`config.mk`:
```
export PLATFORM = sky130hd
export DESIGN_NAME = hdl_cmd_responder
export DESIGN_NICKNAME = d
export VERILOG_FILES = /design/src/rtl/hdl_cmd_pkg.sv /design/src/rtl/hdl_cmd_fifo.sv /design/src/rtl/hdl_cmd_responder.sv
export SDC_FILE = /design/constraint.sdc
export NUM_CORES = 1
export LEC_CHECK = 0
export ABC_CLOCK_PERIOD_IN_PS = 5350
export CORE_MARGIN = 4
export CORE_UTILIZATION = 55
export CTS_BUF_LIST = sky130_fd_sc_hd__clkbuf_8 sky130_fd_sc_hd__clkbuf_16
export CTS_CLUSTER_DIAMETER = 150
export CTS_CLUSTER_SIZE = 25
export DETAILED_ROUTE_END_ITERATION = 16
export GPL_TIMING_DRIVEN = 0
export PLACE_DENSITY_LB_ADDON = 0.3
export SYNTH_ARGS = -nofsm -noshare
export SYNTH_HDL_FRONTEND = slang
export SYNTH_HIERARCHICAL = 1
export SYNTH_SLANG_ARGS = --single-unit
```
`constraint.sdc`:
```
create_clock -name clk -period 5.35 [get_ports clk]
set_input_delay 0.8025 -clock clk [delete_from_list [all_inputs] [get_ports clk]]
set_output_delay 0.8025 -clock clk [all_outputs]
set_load 0.03 [all_outputs]
```
`src/rtl/hdl_cmd_pkg.sv`:
```
// Shared types for the HDL-side command responder.
//   op_e    : command opcodes issued from the SystemC side
//   state_e : responder FSM states
//   cmd_t   : one queued command {op, addr, data}
// The struct field widths match the responder's default ADDR_W/DATA_W.
package hdl_cmd_pkg;

  localparam int CMD_ADDR_W = 8;
  localparam int CMD_DATA_W = 32;

  typedef enum logic [1:0] {
    OP_NOP   = 2'd0,
    OP_WRITE = 2'd1,
    OP_READ  = 2'd2,
    OP_WAIT  = 2'd3
  } op_e;

  typedef enum logic [1:0] {
    IDLE = 2'd0,
    EXEC = 2'd1,
    WAIT = 2'd2,
    RESP = 2'd3
  } state_e;

  typedef struct packed {
    op_e                   op;
    logic [CMD_ADDR_W-1:0] addr;
    logic [CMD_DATA_W-1:0] data;
  } cmd_t;

endpackage

```
`src/rtl/hdl_cmd_fifo.sv`:
```
// Synchronous FIFO of cmd_t used to queue incoming commands.
// Ports:
//   clk, rst     : clock and synchronous active-high reset (flushes the queue)
//   push, din    : write request and command; ignored while full
//   pop, dout    : read request and head-of-queue command (valid when !empty)
//   full, empty  : occupancy flags
//   count        : number of queued commands, 0..DEPTH
// DEPTH must be a power of two so the pointers wrap naturally.
module hdl_cmd_fifo
  import hdl_cmd_pkg::*;
#(
  parameter int DEPTH = 4
) (
  input  logic                   clk,
  input  logic                   rst,
  input  logic                   push,
  input  cmd_t                   din,
  input  logic                   pop,
  output cmd_t                   dout,
  output logic                   full,
  output logic                   empty,
  output logic [$clog2(DEPTH):0] count
);

  localparam int PTR_W = $clog2(DEPTH);
  localparam logic [PTR_W:0] DEPTH_C = (PTR_W+1)'(DEPTH);

  cmd_t             mem [DEPTH];
  logic [PTR_W-1:0] wr_ptr;
  logic [PTR_W-1:0] rd_ptr;
  logic             push_ok;
  logic             pop_ok;

  assign full    = (count == DEPTH_C);
  assign empty   = (count == '0);
  // A full FIFO refuses a push even when a pop frees a slot in the same cycle.
  assign push_ok = push && !full;
  assign pop_ok  = pop && !empty;
  assign dout    = mem[rd_ptr];

  always_ff @(posedge clk) begin
    if (push_ok) begin
      mem[wr_ptr] <= din;
    end
  end

  always_ff @(posedge clk) begin
    if (rst) begin
      wr_ptr <= '0;
      rd_ptr <= '0;
      count  <= '0;
    end else begin
      if (push_ok) begin
        wr_ptr <= wr_ptr + 1'b1;
      end
      if (pop_ok) begin
        rd_ptr <= rd_ptr + 1'b1;
      end
      case ({push_ok, pop_ok})
        2'b10:   count <= count + 1'b1;
        2'b01:   count <= count - 1'b1;
        default: count <= count;
      endcase
    end
  end

endmodule

```
`src/rtl/hdl_cmd_responder.sv`:
```
// HDL-side responder for commands arriving from the SystemC side.
// Commands are queued in a FIFO and executed one at a time against a small
// register file or a cycle-wait timer; each command yields one response
// stamped with the free-running tick count.
// Ports:
//   clk, rst                      : clock, synchronous active-high reset
//   req_valid/req_ready           : command handshake
//   req_op/req_addr/req_data      : command fields (op 0=NOP 1=WRITE 2=READ 3=WAIT)
//   rsp_valid/rsp_ready           : response handshake
//   rsp_op/rsp_data/rsp_err       : executed op, read data, address error
//   rsp_tick                      : tick_count captured on entry to RESP
//   tick_count                    : free-running cycle counter
//   busy                          : FSM active or commands queued
module hdl_cmd_responder
  import hdl_cmd_pkg::*;
#(
  parameter int DATA_W = 32,
  parameter int ADDR_W = 8,
  parameter int NREGS  = 16,
  parameter int DEPTH  = 4,
  parameter int TICK_W = 32
) (
  input  logic              clk,
  input  logic              rst,
  input  logic              req_valid,
  output logic              req_ready,
  input  logic [1:0]        req_op,
  input  logic [ADDR_W-1:0] req_addr,
  input  logic [DATA_W-1:0] req_data,
  output logic              rsp_valid,
  input  logic              rsp_ready,
  output logic [1:0]        rsp_op,
  output logic [DATA_W-1:0] rsp_data,
  output logic              rsp_err,
  output logic [TICK_W-1:0] rsp_tick,
  output logic [TICK_W-1:0] tick_count,
  output logic              busy
);

  localparam int IDX_W = (NREGS > 1) ? $clog2(NREGS) : 1;
  localparam int CNT_W = $clog2(DEPTH) + 1;
  localparam logic [ADDR_W:0] NREGS_C = (ADDR_W+1)'(NREGS);

  state_e            state;
  cmd_t              cmd;
  cmd_t              fifo_in;
  cmd_t              fifo_head;
  logic              fifo_push;
  logic              fifo_pop;
  logic              fifo_full;
  logic              fifo_empty;
  logic [CNT_W-1:0]  fifo_count;
  logic              ready_en;
  logic [DATA_W-1:0] regs [NREGS];
  logic [DATA_W-1:0] cnt;
  logic              in_range;
  logic [IDX_W-1:0]  idx;

  // ready_en keeps req_ready low throughout reset and raises it one edge later.
  assign req_ready = ready_en && !fifo_full;
  assign fifo_push = req_valid && req_ready;
  assign fifo_pop  = (state == IDLE) && !fifo_empty;
  assign fifo_in   = '{op: op_e'(req_op), addr: req_addr, data: req_data};

  // Full-width compare: addresses at or above NREGS never alias onto a register.
  assign in_range  = ({1'b0, cmd.addr} < NREGS_C);
  assign idx       = cmd.addr[IDX_W-1:0];
  assign busy      = (state != IDLE) || (fifo_count != '0);

  hdl_cmd_fifo #(
    .DEPTH(DEPTH)
  ) u_fifo (
    .clk   (clk),
    .rst   (rst),
    .push  (fifo_push),
    .din   (fifo_in),
    .pop   (fifo_pop),
    .dout  (fifo_head),
    .full  (fifo_full),
    .empty (fifo_empty),
    .count (fifo_count)
  );

  always_ff @(posedge clk) begin
    if (rst) begin
      ready_en   <= 1'b0;
      tick_count <= '0;
    end else begin
      ready_en   <= 1'b1;
      tick_count <= tick_count + 1'b1;
    end
  end

  always_ff @(posedge clk) begin
    if (rst) begin
      state     <= IDLE;
      cmd       <= '0;
      cnt       <= '0;
      rsp_valid <= 1'b0;
      rsp_op    <= '0;
      rsp_data  <= '0;
      rsp_err   <= 1'b0;
      rsp_tick  <= '0;
      for (int i = 0; i < NREGS; i++) begin
        regs[i] <= '0;
      end
    end else begin
      case (state)
        IDLE: begin
          if (!fifo_empty) begin
            cmd   <= fifo_head;
            state <= EXEC;
          end
        end

        EXEC: begin
          rsp_op   <= cmd.op;
          rsp_data <= '0;
          rsp_err  <= 1'b0;
          if (cmd.op == OP_WAIT && cmd.data != '0) begin
            cnt   <= cmd.data;
            state <= WAIT;
          end else begin
            if (cmd.op == OP_WRITE || cmd.op == OP_READ) begin
              if (!in_range) begin
                rsp_err <= 1'b1;
              end else if (cmd.op == OP_WRITE) begin
                regs[idx] <= cmd.data;
              end else begin
                rsp_data <= regs[idx];
              end
            end
            rsp_valid <= 1'b1;
            rsp_tick  <= tick_count;
            state     <= RESP;
          end
        end

        WAIT: begin
          if (cnt == 1) begin
            rsp_valid <= 1'b1;
            rsp_tick  <= tick_count;
            state     <= RESP;
          end else begin
            cnt <= cnt - 1'b1;
          end
        end

        RESP: begin
          // Response fields hold until the consumer takes them.
          if (rsp_ready) begin
            rsp_valid <= 1'b0;
            state     <= IDLE;
          end
        end

        default: state <= IDLE;
      endcase
    end
  end

endmodule

```
Word-level counts from Yosys, hierarchy flattened
Memory sizes are Yosys's and may differ from the RTL's. A register that Yosys moved wholly into a read port is not among the register bits. Cells that the tools add are included.

Add/sub/neg operators: 6. $lt $le $gt $ge: 1. Equal/unequal tests: 16. Multiplexer cells: 38. Bitwise operators: 1. Reduce and logical (&&, ||, !) cells: 24.

Operators with widths (number): $mux 32 (9); $pmux 32 s2 (2); $add 32x1->32 const B (1); $eq 32x1->1 const B (1); $reduce_bool 32->1 (1); $reduce_or 32->1 (1); $sub 32x1->32 const B (1); $mux 1 (20); $ne 2x2->1 const B (6); $eq 2x2->1 const B (5); $reduce_and 3->1 (3); $lt 8x5->1 const B (1); $pmux 2 s4 (1); $eq 2x1->1 const B (3); $logic_and 1x1->1 (6); $mux 2 (3); $pmux 3 s2 (1); $reduce_bool 2->1 (3); $reduce_bool 3->1 (2); $add 2x1->2 const B (2); $mux 4 (1); $reduce_and 4->1 (1); $add 3x1->3 const B (1); $eq 3x3->1 const B (1); 8 further kinds (10).

Flip-flop bits (word level): 142. RAM bits: 680. Input bits: 46. Output and inout port bits: 102. Logic and storage cells: 100. Memories: 2.

Memory list: regs (depth 16, width 32, rd ports 1, clocked after memory_dff 0, write ports 16, RTL line hdl_cmd_responder.sv:54) `logic [DATA_W-1:0] regs [NREGS];`; u_fifo.mem (depth 4, width 42, rd ports 1, clocked after memory_dff 1, write ports 1, RTL line hdl_cmd_fifo.sv:28) `cmd_t mem [DEPTH];`.

Depth between registers and ports, before layout
Gate-level depths: netlist of run 1.

Word-level depth: 10. Gate-level depth with buffers: 14.

Cells and area by module
The synthesis of run 1 kept the hierarchy.

Modules (own cells, without submodules): hdl_cmd_responder (times used 1, cells each 2423, area each 29791.1 um^2); hdl_cmd_fifo (times used 1, cells each 274, area each 6601.3 um^2).

Worst setup path after synthesis of run 1
OpenSTA, ideal clock, no wires.

Path kind: reg-to-reg. From: register cmd[24] (netlist name). To: memory regs[6][0] (enable). Setup time: 0.466 ns. Data arrival time: 3.851 ns. Slack: 1.034 ns. Cell stages (with the launch flop): 9. Cell sequence: dfxtp_1 -> nor4_1 -> nand4_1 -> o21ai_2 -> and3_1 -> buf_2 -> nand2_1 -> clkbuf_1 -> o21ai_0.

RTL lines: start, declared (RTL line hdl_cmd_responder.sv:45) `cmd_t cmd;`; start signal, assigned (RTL line hdl_cmd_responder.sv:111) `cmd <= fifo_head;`; end, declared (RTL line hdl_cmd_responder.sv:54).

==> results_dict.tcl, run 1 <==
set metrics [dict create \
    ios 148 \
    min_period_over_period 0.736 \
    post_cts_buffers 0 \
    p_leak_nw 13.0 \
    post-route-min-period_ps 3940 \
    die_y_um 265 \
    vias_per_cell 6.23 \
    hp-class "register to register" \
    crit_path_top_delay_cell "nor4_1" \
    status "finished, final reports clean" \
    syn_inst 2697 \
    path_delay_family "simple AND/OR/NAND/NOR gates" \
    final_area_sq_um 40700 \
    fin_skew_ps 33.4 \
    ctsResizeCount 0 \
    cts_num_sinks 870 \
    syn_area_per_cell_sq_um 13.5 \
    overflow 0 \
    crit_cells 6 \
    core.rowCount 94 \
    synth-seq-area-share 0.666 \
    routed_wl_mm 97.1 \
    reg2regPathDepth 6 \
    path_clk_slew_ps 100 \
    vias 23700 \
    path_class "register to register" \
    drv_cap 0 \
    htree_levels 2 \
    nets 2968 \
    ant_nets 0 \
    hold_depth 2 \
    tightest_slew_ps 1170 \
    grt_usage 0.273 \
    diodes 0 \
    finalMaxSlewViolations 0 \
    slew-limit-headroom 0.222 \
    die_area_sq_um 70300 \
    drtIter0Drc 2870 \
    antenna_found_initial 1 \
    synth_edf_count 680 \
    critPathBufInv 1 \
    initial_utilization 0.555 \
    first_global_vias 24300 \
    cts_tree "yes" \
    grt_max_degree 35 \
    clk_latency_ps 620 \
    dp_hpwl_mm 67.5 \
    critPathRequiredTime_ps 5660 \
    multiInputGateArea_sq_um 11400 \
    critPathMaxFanout 17 \
    post-route-util 0.620 \
    synth_fp_nets 2760 \
    path_cells "nor4_1, nand3_1, nor2_1, nand2_1, o21ai_4, buf_12" \
    drive_above_1_share 0.115 \
    finalHoldViolCount 0 \
    critPathCaptureType "register" \
    cts_buffers 40 \
    cp.arrival_ps 4240 \
    ys.warnings.count 6 \
    coreArea_sq_um 65600 \
    max_freq_mhz 254 \
    register_area_sq_um 24200 \
    port-buffer-count 146 \
    grt_pass1_wl_mm 146 \
    syn2layout_area_growth_pct 11.9 \
    synth_cell_types 72 \
    gp_congestion 0.933 \
    first_pass_iters 6 \
    slowest_delay_ps 810 \
    peakVddDrop_v 0.000255 \
    cts_root_buf "clkbuf_16" \
    async_flop_share 0 \
    drcViolationCount 0 \
    wl_per_cell_um 25.6 \
    die_width_um 265 \
    holdBufCountCts 0 \
    synthesis.area_sq_um 36400 \
    p_per_area_nw_per_um2 374 \
    setup_viol 0 \
    post_dp_cell_area_sq_um 39600 \
    rsz0062_at_grt "no" \
    fill_cells 4866 \
    synth_ff_type "edfxtp_1" \
    synth-seq-cells 870 \
    cts_max_path_buffers 3 \
    start_kind "register" \
]
-- path summary, 6_finish.rpt --
check | end | start | slack, ps
setup reg to reg | regs[9][5] | cmd[39] | 1410
hold reg to reg | cmd[36] | cmd[36] | 470
setup / recovery | regs[9][5] | cmd[39] | 1410
hold / removal | cmd[36] | cmd[36] | 470
-- registers in the layout (all words and copies together), names as in the netlist, 3 cells and up, named ones only --
signal and count:
cmd 42, cnt 32, regs 512, rsp_data 32
rsp_tick 32, tick_count 32, u_fifo/count 3, u_fifo/mem 168
-- routing by layer --
layer,vias to the layer above,global-route usage,part of all wire
met5,-,0,0.00013
met4,2,0.0969,0.036
li1,10200,-,-
met1,11800,0.367,0.37
met3,228,0.0586,0.10
met2,1365,0.447,0.49
-- power by group --
part | total, mW | switching, mW | internal [mW]
sequential | 7.92 | 0.329 | 7.59
combinational | 3.83 | 2.41 | 1.41
clock | 3.49 | 2.07 | 1.42
total | 15.2 | 4.81 | 10.4
-- worst min-delay path, stage by stage, from the launching register on --
cell and delay (ps):
dfxtp_1 320, nand2_1 50, a21oi_1 50
-- layout by cell type (no fill, tap or decap), drive strengths merged, types with 8 or more instances in the layout --
cell           count
o32ai             13
nand2            274
and3               8
a211oi            40
nor3              22
nand4             17
o21ai             47
clkbuf           157
dfxtp            190
xor2              21
mux4             170
mux2i             69
xnor2             10
or3               12
clkdlybuf4s50    146
nor2b             40
a21oi            154
edfxtp           680
ha                16
and2              38
nand3             17
inv               59
nor2             573
nor4              21
buf               81
-- cells in the mapped netlist (6+ instances only) --
master / n / area (sq um)
a211oi_1: 40 / 300
a21oi_1: 154 / 771
and2_1: 37 / 231
and3_1: 8 / 50.1
and4_1: 6 / 52.6
buf_1: 9 / 33.8
buf_2: 45 / 225
clkbuf_1: 115 / 432
dfxtp_1: 190 / 3800
edfxtp_1: 680 / 20400
ha_1: 16 / 200
inv_1: 26 / 97.6
mux2i_1: 69 / 691
mux4_2: 168 / 3780
nand2_1: 272 / 1020
nand2b_1: 7 / 43.8
nand3_1: 15 / 75.1
nand4_1: 17 / 106
nor2_1: 572 / 2150
nor2b_1: 40 / 250
nor3_1: 19 / 95.1
nor4_1: 14 / 87.6
nor4_2: 6 / 75.1
o21ai_0: 44 / 220
o32ai_1: 13 / 114
or3_1: 11 / 68.8
xnor2_1: 10 / 87.6
xor2_1: 21 / 184
-- layout make-up --
cell class | instances | area share
buffer | 177 | 0.0197
clock buffer | 41 | 0.0252
clock inverter | 32 | 0.00326
inverter | 29 | 0.00267
multi-input combinational | 1621 | 0.281
sequential | 870 | 0.595
tap | 864 | 0.0266
timing repair buffer | 166 | 0.0466
-- stage by stage --
| stage | setup WS, ps | instances | setup TNS [ps] | power (mW) | hold slack (ps) |
|---|---|---|---|---|---|
| CTS | 1540 | 3800 | 0 | 15.2 | 469 |
| finish | 1410 | 3800 | 0 | 15.2 | 468 |
| detailed placement | 1560 | 3727 | 0 | 11.8 | 457 |
| global route | 1250 | 3800 | 0 | 15.8 | 495 |
| floorplan | 1030 | 2697 | 0 | 10.5 | 436 |
| global placement | -2700 | 3707 | -1031190 | 11.7 | 442 |
-- cells by family after synthesis --
group                    count (synthesis)  synth area share
AO/OA/AOI/OAI                          279            0.0449
XOR/XNOR                                31           0.00746
flip-flops                             870             0.666
multiplexers                           243             0.126
AND/OR/NAND/NOR                       1051             0.125
adder cells (fa/ha/maj)                 17           0.00605
buffers and inverters                  206            0.0250
(Power assumes the default switching activity.)
==> run 2: changes to the inputs <==
Settings changed: ABC_CLOCK_PERIOD_IN_PS 5350 to 3610.
Clock period 5.35 ns to 3.61 ns, I/O delays scaled along.
==> run 2 against run 1 <==
Net effect: die area is the same; global-route usage grew 0.33 points; clock-buffer cell count is the same.
==> results_dict.tcl, run 2 (same netlist as run 1, synthesis figures left out) <==
set metrics [dict create \
    vias_per_cell 6.19 \
    p_total_mw 22.6 \
    rsz0062_at_grt "no" \
    grt_max_degree 35 \
    overflow 0 \
    initial_utilization 0.555 \
    largestRegisters "regs (512), u_fifo/mem (168), cmd (42)" \
    path_delay_family "simple AND/OR/NAND/NOR gates" \
    p_int_mw 15.5 \
    drive_above_1_share 0.120 \
    r2r_start "cmd[31]" \
    drv_cap 0 \
    cts_tree "yes" \
    crit_path_top_delay_cell "nor3b_4" \
    antenna_found_initial 3 \
    p_leak_nw 13.2 \
    p_per_area_nw_per_um2 551 \
    holdCritStartpoint "rst" \
    path_clk_slew_ps 110 \
    status "finished, final reports clean" \
    cts_max_path_buffers 3 \
    core.rowCount 94 \
    vias 23600 \
    wl_per_cell_um 25.9 \
    cts_num_sinks 870 \
    grt_usage 0.276 \
    die_area_sq_um 70300 \
    dp_hpwl_mm 68.0 \
    gp_congestion 0.931 \
    setup_ws_ps 88.0 \
    power_frac_comb 0.254 \
    cts_buffers 40 \
    die_y_um 265 \
    cts_root_buf "clkbuf_16" \
    finalNonFillerCells 3816 \
    post-route-util 0.626 \
    grt_pass1_wl_mm 147 \
    dp_slack_ps -307 \
    ant_nets 0 \
    ios 148 \
    p_clk_frac 0.227 \
    critPathMaxFanout 15 \
    drtIter0Drc 3187 \
    final_area_sq_um 41100 \
    holdBufCountCts 0 \
    clk_latency_ps 620 \
    switching_power_mw 7.17 \
    pwr-share-seq 0.519 \
    setup_viol 0 \
    layout_commonest_cell "edfxtp_1" \
    tightest_slew_ps 1250 \
    start_kind "register" \
    critPathRequiredTime_ps 3930 \
    first_pass_iters 8 \
    fill_cells 4890 \
    min_period_over_period 0.976 \
    peakVddDrop_v 0.000514 \
    max_freq_mhz 284 \
    post-route-min-period_ps 3520 \
    most-common-layout-cells "edfxtp_1 (680), nor2_1 (572), nand2_1 (272)" \
    slew-limit-headroom 0.169 \
    finalMaxSlewViolations 0 \
    setup_tns_ps 0 \
    first_global_vias 23900 \
    port-buffer-count 146 \
    post_dp_cell_area_sq_um 39600 \
    largest_reg_flops 512 \
    drcViolationCount 0 \
    nets 2986 \
    ctsResizeCount 0 \
    slowest_delay_ps 540 \
    htree_levels 2 \
    path_cells "nor4_1, nand4_1, o21ai_2, nor3b_4, nand2_1, o21ai_4, buf_12" \
    fin_skew_ps 24.7 \
    max_flop_register "regs" \
    fin_hold_ws_ps 294 \
    crit_start "cmd[31]" \
    routed_wl_mm 98.7 \
    finalHoldViolCount 0 \
    swShare 0.317 \
    die_width_um 265 \
    coreArea_sq_um 65600 \
    syn2layout_area_growth_pct 12.8 \
    cp.arrival_ps 3840 \
    critPathBufInv 1 \
    path_class "register to register" \
    hp-class "input port to register" \
    dpl.cell_count 3727 \
    critPathCaptureType "register" \
]
run 2: changes by cell type in the layout (fill, tap and decap cells not counted), sizes merged:
cell,delta
diode,+1
buf,+18
inv,-3
run 2: cell type report:
class,instances,area (sq um),share of cell area
well taps,864,1080,0.0263
repair buffers,184,2250,0.0549
plain buffers,177,802,0.0195
flip-flops and latches,870,24200,0.590
clock buffers,41,1030,0.0250
multi-input cells,1621,11400,0.279
inverters,29,109,0.00265
clock inverters,29,111,0.00271
diodes,1,2.50,0.0000610
run 2: path summary, 6_finish.rpt:
kind              depth (start not counted)                to  slack [ps]
setup / recovery                          7      regs[12][14]          90
hold / removal                            2  u_fifo/rd_ptr[0]         290
setup reg to reg                          7      regs[12][14]          90
hold reg to reg                           2      rsp_data[24]         470
run 2: power by group through the flow:
stage          clock network, mW  registers (mW)  logic, mW
6_report                    5.14            11.7       5.75
5_1_grt                     5.55            11.8       6.16
4_1_cts                     5.18            11.7       5.67
3_5_place_dp                   0            11.9       5.62
3_3_place_gp                   0            11.9       5.44
2_1_floorplan                  0            11.8       3.77
run 2: what timing repair did:
action                                  CTS  global route
cloned                                    0             0
endpoints found under the setup margin  223           107
pin swaps                                10             5
setup buffers                            11             7
run 2: layer usage:
metal  share of wire  routed length, um  track usage  vias to the layer above
met3            0.10              10200       0.0536                      235
met1            0.37              36300        0.367                    11800
met4           0.039               3860       0.0971                        0
met5               0                  0            0                        -
met2            0.49              48300        0.463                     1329
li1                -                  -            -                    10300
run 2: worst reg2reg max path, cell delays in order (launching register included):
cell     delay, ps
dfxtp_1        450
nor4_1         470
nand4_1        320
o21ai_2        380
nor3b_4        540
nand2_1        440
o21ai_4        390
buf_12         230
